**src/rtl/conv_pkg.sv**
```systemverilog
// Shared types and width helpers for the convolution datapath and its loop sequencer.
package conv_pkg;

    typedef enum logic [2:0] {
        S_IDLE,
        S_RUN,
        S_DRAIN,
        S_WRITE,
        S_DONE
    } conv_seq_state_t;

    function automatic int k_bits_f(input int maxk);
        return $clog2(maxk + 1);
    endfunction

    function automatic int xa_f(input int rows, input int cols);
        return $clog2(rows * cols);
    endfunction

    function automatic int wa_f(input int maxk);
        return $clog2(maxk * maxk);
    endfunction

endpackage

```
**src/rtl/conv_addr_gen.sv**
```systemverilog
// Per-lane X/W read addresses and lane mask for one MAC beat; purely combinational.
module conv_addr_gen
    import conv_pkg::*;
#(
    parameter  int R      = 16,
    parameter  int C      = 17,
    parameter  int MAXK   = 9,
    parameter  int LANES  = 3,
    localparam int K_BITS = k_bits_f(MAXK),
    localparam int XA     = xa_f(R, C),
    localparam int WA     = wa_f(MAXK),
    localparam int RW     = $clog2(R) + 1,
    localparam int CW     = $clog2(C) + 1
) (
    input  logic                  i_en,
    input  logic [RW-1:0]         i_r,
    input  logic [CW-1:0]         i_c,
    input  logic [K_BITS-1:0]     i_i,
    input  logic [K_BITS-1:0]     i_j,
    input  logic [K_BITS-1:0]     i_k,
    output logic [LANES*XA-1:0]   o_x_addr,
    output logic [LANES*WA-1:0]   o_w_addr,
    output logic [LANES-1:0]      o_lane_mask
);

    for (genvar l = 0; l < LANES; l++) begin : g_lane
        logic          w_live;
        logic [XA-1:0] w_x;
        logic [WA-1:0] w_w;

        // Full-width integer arithmetic first, then truncate to the memory address width.
        assign w_live = i_en && (int'(i_j) + l < int'(i_k));
        assign w_x    = XA'((int'(i_r) + int'(i_i)) * C + int'(i_c) + int'(i_j) + l);
        assign w_w    = WA'(int'(i_i) * int'(i_k) + int'(i_j) + l);

        assign o_lane_mask[l]         = w_live;
        assign o_x_addr[l*XA +: XA]   = w_live ? w_x : '0;
        assign o_w_addr[l*WA +: WA]   = w_live ? w_w : '0;
    end

endmodule

```
**src/rtl/conv_loop_sequencer.sv**
```systemverilog
// Window/tap loop controller: issues LANES-wide MAC beats, waits out the MAC pipeline,
// then offers each window result to the output FIFO.
module conv_loop_sequencer
    import conv_pkg::*;
#(
    parameter  int R       = 16,
    parameter  int C       = 17,
    parameter  int MAXK    = 9,
    parameter  int LANES   = 3,
    parameter  int MAC_LAT = 2,
    localparam int K_BITS  = k_bits_f(MAXK),
    localparam int XA      = xa_f(R, C),
    localparam int WA      = wa_f(MAXK),
    localparam int RW      = $clog2(R) + 1,
    localparam int CW      = $clog2(C) + 1
) (
    input  logic                clk,
    input  logic                reset,
    input  logic                start,
    input  logic [K_BITS-1:0]   k_in,
    output logic                cfg_err,
    output logic                busy,
    output logic [LANES*XA-1:0] x_addr,
    output logic [LANES*WA-1:0] w_addr,
    output logic                mac_valid,
    output logic                first_product,
    output logic [LANES-1:0]    lane_mask,
    output logic                res_valid,
    input  logic                res_ready,
    output logic [RW-1:0]       res_row,
    output logic [CW-1:0]       res_col,
    output logic                done
);

    localparam int DW = $clog2(MAC_LAT + 1);

    conv_seq_state_t    r_state;
    logic [RW-1:0]      r_r;
    logic [CW-1:0]      r_c;
    logic [K_BITS-1:0]  r_i, r_j, r_k;
    logic [DW-1:0]      r_drain;
    logic               r_cfg_err;

    logic w_k_bad, w_j_wrap, w_i_last, w_last_beat, w_col_end, w_last_win;
    logic w_run, w_write;

    assign w_k_bad     = (k_in == '0) || (int'(k_in) > MAXK) || (int'(k_in) > R) || (int'(k_in) > C);
    assign w_j_wrap    = (int'(r_j) + LANES) >= int'(r_k);
    assign w_i_last    = int'(r_i) == int'(r_k) - 1;
    assign w_last_beat = w_j_wrap && w_i_last;
    assign w_col_end   = int'(r_c) == C - int'(r_k);
    assign w_last_win  = w_col_end && (int'(r_r) == R - int'(r_k));

    // NOTE: every register below is assigned with <= so all of them update from the
    // same pre-edge values; a blocking '=' here would let later lines see new values.
    always_ff @(posedge clk) begin
        if (reset) begin
            r_state   <= S_IDLE;
            r_r       <= '0;
            r_c       <= '0;
            r_i       <= '0;
            r_j       <= '0;
            r_k       <= '0;
            r_drain   <= '0;
            r_cfg_err <= 1'b0;
        end else begin
            r_cfg_err <= 1'b0;
            case (r_state)
                S_IDLE: begin
                    if (start) begin
                        if (w_k_bad) begin
                            r_cfg_err <= 1'b1;
                        end else begin
                            r_k     <= k_in;
                            r_state <= S_RUN;
                        end
                    end
                end
                S_RUN: begin
                    if (w_j_wrap) begin
                        r_j <= '0;
                        r_i <= w_i_last ? '0 : r_i + K_BITS'(1);
                    end else begin
                        r_j <= r_j + K_BITS'(LANES);
                    end
                    if (w_last_beat) r_state <= S_DRAIN;
                end
                S_DRAIN: begin
                    if (int'(r_drain) == MAC_LAT - 1) begin
                        r_drain <= '0;
                        r_state <= S_WRITE;
                    end else begin
                        r_drain <= r_drain + DW'(1);
                    end
                end
                S_WRITE: begin
                    if (res_ready) begin
                        if (w_last_win) begin
                            r_r     <= '0;
                            r_c     <= '0;
                            r_state <= S_DONE;
                        end else begin
                            if (w_col_end) begin
                                r_c <= '0;
                                r_r <= r_r + RW'(1);
                            end else begin
                                r_c <= r_c + CW'(1);
                            end
                            r_state <= S_RUN;
                        end
                    end
                end
                S_DONE:  r_state <= S_IDLE;
                default: r_state <= S_IDLE;
            endcase
        end
    end

    assign w_run         = r_state == S_RUN;
    assign w_write       = r_state == S_WRITE;
    assign busy          = r_state != S_IDLE;
    assign mac_valid     = w_run;
    assign first_product = w_run && (r_i == '0) && (r_j == '0);
    assign res_valid     = w_write;
    assign res_row       = w_write ? r_r : '0;
    assign res_col       = w_write ? r_c : '0;
    assign done          = r_state == S_DONE;
    assign cfg_err       = r_cfg_err;

    conv_addr_gen #(
        .R     (R),
        .C     (C),
        .MAXK  (MAXK),
        .LANES (LANES)
    ) u_addr_gen (
        .i_en        (w_run),
        .i_r         (r_r),
        .i_c         (r_c),
        .i_i         (r_i),
        .i_j         (r_j),
        .i_k         (r_k),
        .o_x_addr    (x_addr),
        .o_w_addr    (w_addr),
        .o_lane_mask (lane_mask)
    );

endmodule

```
**config.mk**
```make
export PLATFORM = sky130hd
export DESIGN_NAME = conv_loop_sequencer
export DESIGN_NICKNAME = d
export VERILOG_FILES = /design/src/rtl/conv_pkg.sv /design/src/rtl/conv_addr_gen.sv /design/src/rtl/conv_loop_sequencer.sv
export SDC_FILE = /design/constraint.sdc
export NUM_CORES = 1
export LEC_CHECK = 0
export CAP_MARGIN = 40
export CORE_MARGIN = 8
export CORE_UTILIZATION = 52
export DETAILED_ROUTE_END_ITERATION = 8
export PLACE_DENSITY = 0.75
export SLEW_MARGIN = 20
export SYNTH_ARGS = -nofsm -noshare
export SYNTH_HDL_FRONTEND = slang
export SYNTH_SLANG_ARGS = --single-unit
```
**constraint.sdc**
```tcl
create_clock -name clk -period 8.5 [get_ports clk]
set_input_delay 1.275 -clock clk [delete_from_list [all_inputs] [get_ports clk]]
set_output_delay 1.275 -clock clk [all_outputs]
set_load 0.05 [all_outputs]
```
==> run summary <==
OUTCOME
----------------------------------------------------------------------------------------
Outcome                                                                        completed

LOGIC SYNTHESIS
----------------------------------------------------------------------------------------
Synth Instances                                                                      536
Number of enable flip-flop cells after synthesis                                       0
Avg Inst Size Synth                                                            7.799 um2
Netlist Area Pre-Place                                                          4180 um2
Total of warnings raised by yosys                                                      0
Number of different library cells in the post-synthesis netlist                       60
Synthesized netlist net count                                                        627
Proportion of synthesized flip-flops having asynchronous set or reset                 0%
Share of synthesized area occupied by flip-flops and latches                      13.89%
Top FF cell, synth                                                               dfxtp_1
Count of state elements after synthesis                                               29

WORST SETUP PATH
----------------------------------------------------------------------------------------
Startpoint of the most critical register-to-register path                   r_j[2]$_SDFFE_PP0P_
Type of the worst setup path                                                  reg -> out
Buf/Inv on CP                                                                          4
Cell chain of the critical path                                             ha_1 -> inv_1 -> fa_1 -> nand2b_1 -> o2bb2ai_1 -> xnor2_1 -> ha_1 -> ha_1 -> inv_1 -> fa_1 -> inv_1 -> ha_1 -> xnor2_1 -> nor3b_1 -> o311ai_0 -> xnor2_1 -> nor2_1 -> clkdlybuf4s50_1
Reg-to-reg setup timing slack                                                    5840 ps
Signal arrival time at the worst endpoint                                        5610 ps
Cell repeated most along the worst path                                             ha_1
RR Endpoint                                                                 r_state[0]$_SDFFE_PP0P_
Logic depth of the worst setup path including buffers                                 18
Critical Path Max Stage Delay                                                     830 ps
Worst reg2reg path depth                                                               9
Cell at the slowest stage of the critical path                              clkdlybuf4s50_1
Required time reported for the critical path endpoint                            7220 ps
Maximum fanout along the worst path                                                    9
Worst Setup Start Kind                                                          register
Type of element capturing the critical path                                  output port
CP top delay family                                                          adder cells

WORST HOLD PATH
----------------------------------------------------------------------------------------
Endpoint of the worst hold-timing path                                      r_drain[1]$_SDFFE_PP0P_
Type of the tightest min-delay check                                          reg -> reg
Hold path startpoint                                                        r_drain[1]$_SDFFE_PP0P_
Cells on Worst Hold Path                                                               2

FINISH
----------------------------------------------------------------------------------------
Most common library cell in the layout ignoring fill and taps                     nor2_1
Inserted Diodes                                                                        0
Most frequent cells in the layout                                           79 x nor2_1, 75 x clkdlybuf4s50_1, 70 x ha_1
Share of final-layout standard cells stronger than drive strength 1               3.679%
Final core utilization                                                            65.43%
Area added between synthesis and finish                                           21.58%
Number of nets in the final layout                                                   688

POWER AND IR DROP
----------------------------------------------------------------------------------------
Internal power                                                                 0.2896 mW
Switching power total                                                          0.1514 mW
Switching share of total power                                                    34.33%
Design Power                                                                   0.4411 mW
Relative contribution of combinational cells to total power                        33.2%
Proportion of power drawn by flip-flops and latches                                33.7%
Clk pwr share                                                                      33.2%
Peak ir drop on the vdd network                                                 116.4 uV
Static leakage                                                                  2.236 nW
Cell area power density                                                     86.79 nW/um2

TIMING
----------------------------------------------------------------------------------------
Transition at the pin with the smallest max-transition slack                    596.9 ps
Highest clock rate                                                             145.3 MHz
Setup violations, final                                                                0
Number of max-slew violations in the final report                                      0
Final Hold Fails                                                                       0
Layout Skew                                                                     4.669 ps
Max transition margin                                                             59.92%
Final Critical Period                                                            6884 ps
Portion of the clock cycle consumed by the worst path in the final layout         80.99%
Setup repair after global routing missed its margin                                   no
Total negative slack for setup checks                                               0 ps

GLOBAL ROUTE
----------------------------------------------------------------------------------------
Overflow left after global routing                                                     0
Vias in the first global route                                                     3,821
Number of antenna violations at the first check in global routing                      0
Largest net degree at the start of global routing                                     17
Global-route wire length before repair                                         17,640 um
GRT Overall Usage                                                                 18.36%

PLACE
----------------------------------------------------------------------------------------
Number of port buffers                                                                75
Placed wire-length estimate after detailed placement                             8479 um
Global placer's final weighted congestion                                         0.8807

ROUTING
----------------------------------------------------------------------------------------
Residual DRC                                                                           0
Post-DRT Antenna Nets                                                                  0
WL/cell                                                                         14.58 um
Mean number of vias per cell                                                       5.300
Initial DRC Count                                                                    125
Drt first pass iters                                                                   4
Final routed wirelength across all metal layers                                10,200 um
Total vias in the final route                                                      3,710

CLOCK NETWORK
----------------------------------------------------------------------------------------
Number of buffers added for setup after CTS                                            0
H-tree Lvls                                                                            2
Clock latency reported for the late side of the worst-skew pair                   270 ps
Clock buffers created by TritonCTS                                                     5
Post-CTS resize count                                                                  0
Post-CTS Hold Buffers                                                                  0
Worst-case clock buffer depth                                                          2
CTS root buf                                                                    clkbuf_8
Clock Pin Slew Worst Setup and Hold Paths                                          60 ps
Clk sink count                                                                        29
CTS tree                                                                            done

DIE
----------------------------------------------------------------------------------------
Placeable Area                                                                  7767 um2
Initial standard-cell utilization of the core                                     53.82%
Die Area                                                                      11,160 um2
Top-Level Pins                                                                        76
Num rows                                                                              32
Chip Width                                                                      105.7 um
Height of the chip                                                              105.7 um

JOB
----------------------------------------------------------------------------------------
Total of max-cap violations                                                            0

[cells by family after synthesis]
family / count (synthesis) / synth area share [%]
DFF: 29 / 13.89
adders and majority gates: 83 / 27.18
muxes: 6 / 1.437
and+or+nand+nor: 204 / 24.51
AOI/OAI and AO/OA: 70 / 12.06
xor gates and xnor gates: 59 / 12.69
buffers and inverters: 85 / 8.231
[metrics by stage]
step	area (um2)	setup slack [ps]	std cells	hold slack [ps]
3_5_place_dp	4966	1877	692	424.8
3_3_place_gp	4951	2032	691	417.8
5_1_grt	5082	1236	700	469.8
4_1_cts	5082	1581	700	434.0
6_report	5082	1616	700	433.1
2_1_floorplan	4180	2563	536	408.3
[cell usage after synthesis (3+ instances only)]
library cell / instances / area [um2]
nor3b_1: 5 / 37.54
fa_1: 13 / 260.3
clkbuf_1: 9 / 33.78
o21ai_0: 11 / 55.05
o21bai_1: 3 / 22.52
buf_4: 4 / 30.03
nand3_1: 9 / 45.04
a21o_1: 3 / 22.52
nor2_1: 79 / 296.5
a211oi_1: 3 / 22.52
xnor2_1: 31 / 271.5
dfxtp_1: 29 / 580.6
mux2i_1: 6 / 60.06
nand3b_1: 4 / 30.03
nand2b_1: 8 / 50.05
a21oi_1: 22 / 110.1
nor3_1: 7 / 35.03
nand4_1: 3 / 18.77
buf_2: 8 / 40.04
or3_1: 3 / 18.77
ha_1: 70 / 875.8
xor2_1: 27 / 236.5
nor2b_1: 8 / 50.05
a22oi_1: 3 / 22.52
inv_1: 62 / 232.7
nand2_1: 34 / 127.6
and2_1: 27 / 168.9
o21a_1: 3 / 22.52
[worst max-delay path by stage]
stage,from,endpoint,slack [ps]
after global placement,r_r[0]$_SDFFE_PP0P_,x_addr[17],2030
after CTS,r_r[0]$_SDFFE_PP0P_,x_addr[17],1580
final,r_r[0]$_SDFFE_PP0P_,x_addr[17],1620
after detailed placement,r_r[0]$_SDFFE_PP0P_,x_addr[17],1880
after floorplan,r_r[0]$_SDFFE_PP0P_,x_addr[26],2560
after global routing,r_r[0]$_SDFFE_PP0P_,x_addr[26],1240
[state kept, by name, summed over array words and instances (netlist names)]
register	count
r_state	3
r_k	4
r_i	4
r_c	6
cfg_err	1
r_drain	2
r_j	4
r_r	5
[power groups by stage]
stage                     clock (mW)  combinational [mW]  sequential (mW)
final                          0.146               0.146            0.148
after global routing           0.156               0.163            0.150
after CTS                      0.149               0.147            0.149
after detailed placement           0               0.145            0.152
after global placement             0               0.142            0.151
after floorplan                    0               0.111            0.148
[cell type report]
type                            count  area (um2)
Clock inverter                      1       30.03
Clock buffer                        7       86.33
Fill cell                         712        2685
Inverter                           63       236.5
Timing Repair Buffer               76       765.7
Multi-Input combinational cell    422        3256
Sequential cell                    29       580.6
Tap cell                          102       127.6
[worst min-delay path, cell delays in order, from the launching register on]
cell and delay, ps:
dfxtp_1 310, inv_1 50, a311oi_1 30
[layer usage]
layer	global-route usage (%)	up-vias	routed length (um)	share of wire (%)
met3	3.532	16	696	6.8
met1	22.15	1675	4601	45
met2	31.90	114	4750	47
li1	-	1905	-	-
met5	0	-	0	0
met4	5.930	0	155	1.5
Note: power is estimated with default switching activity, not from simulation.
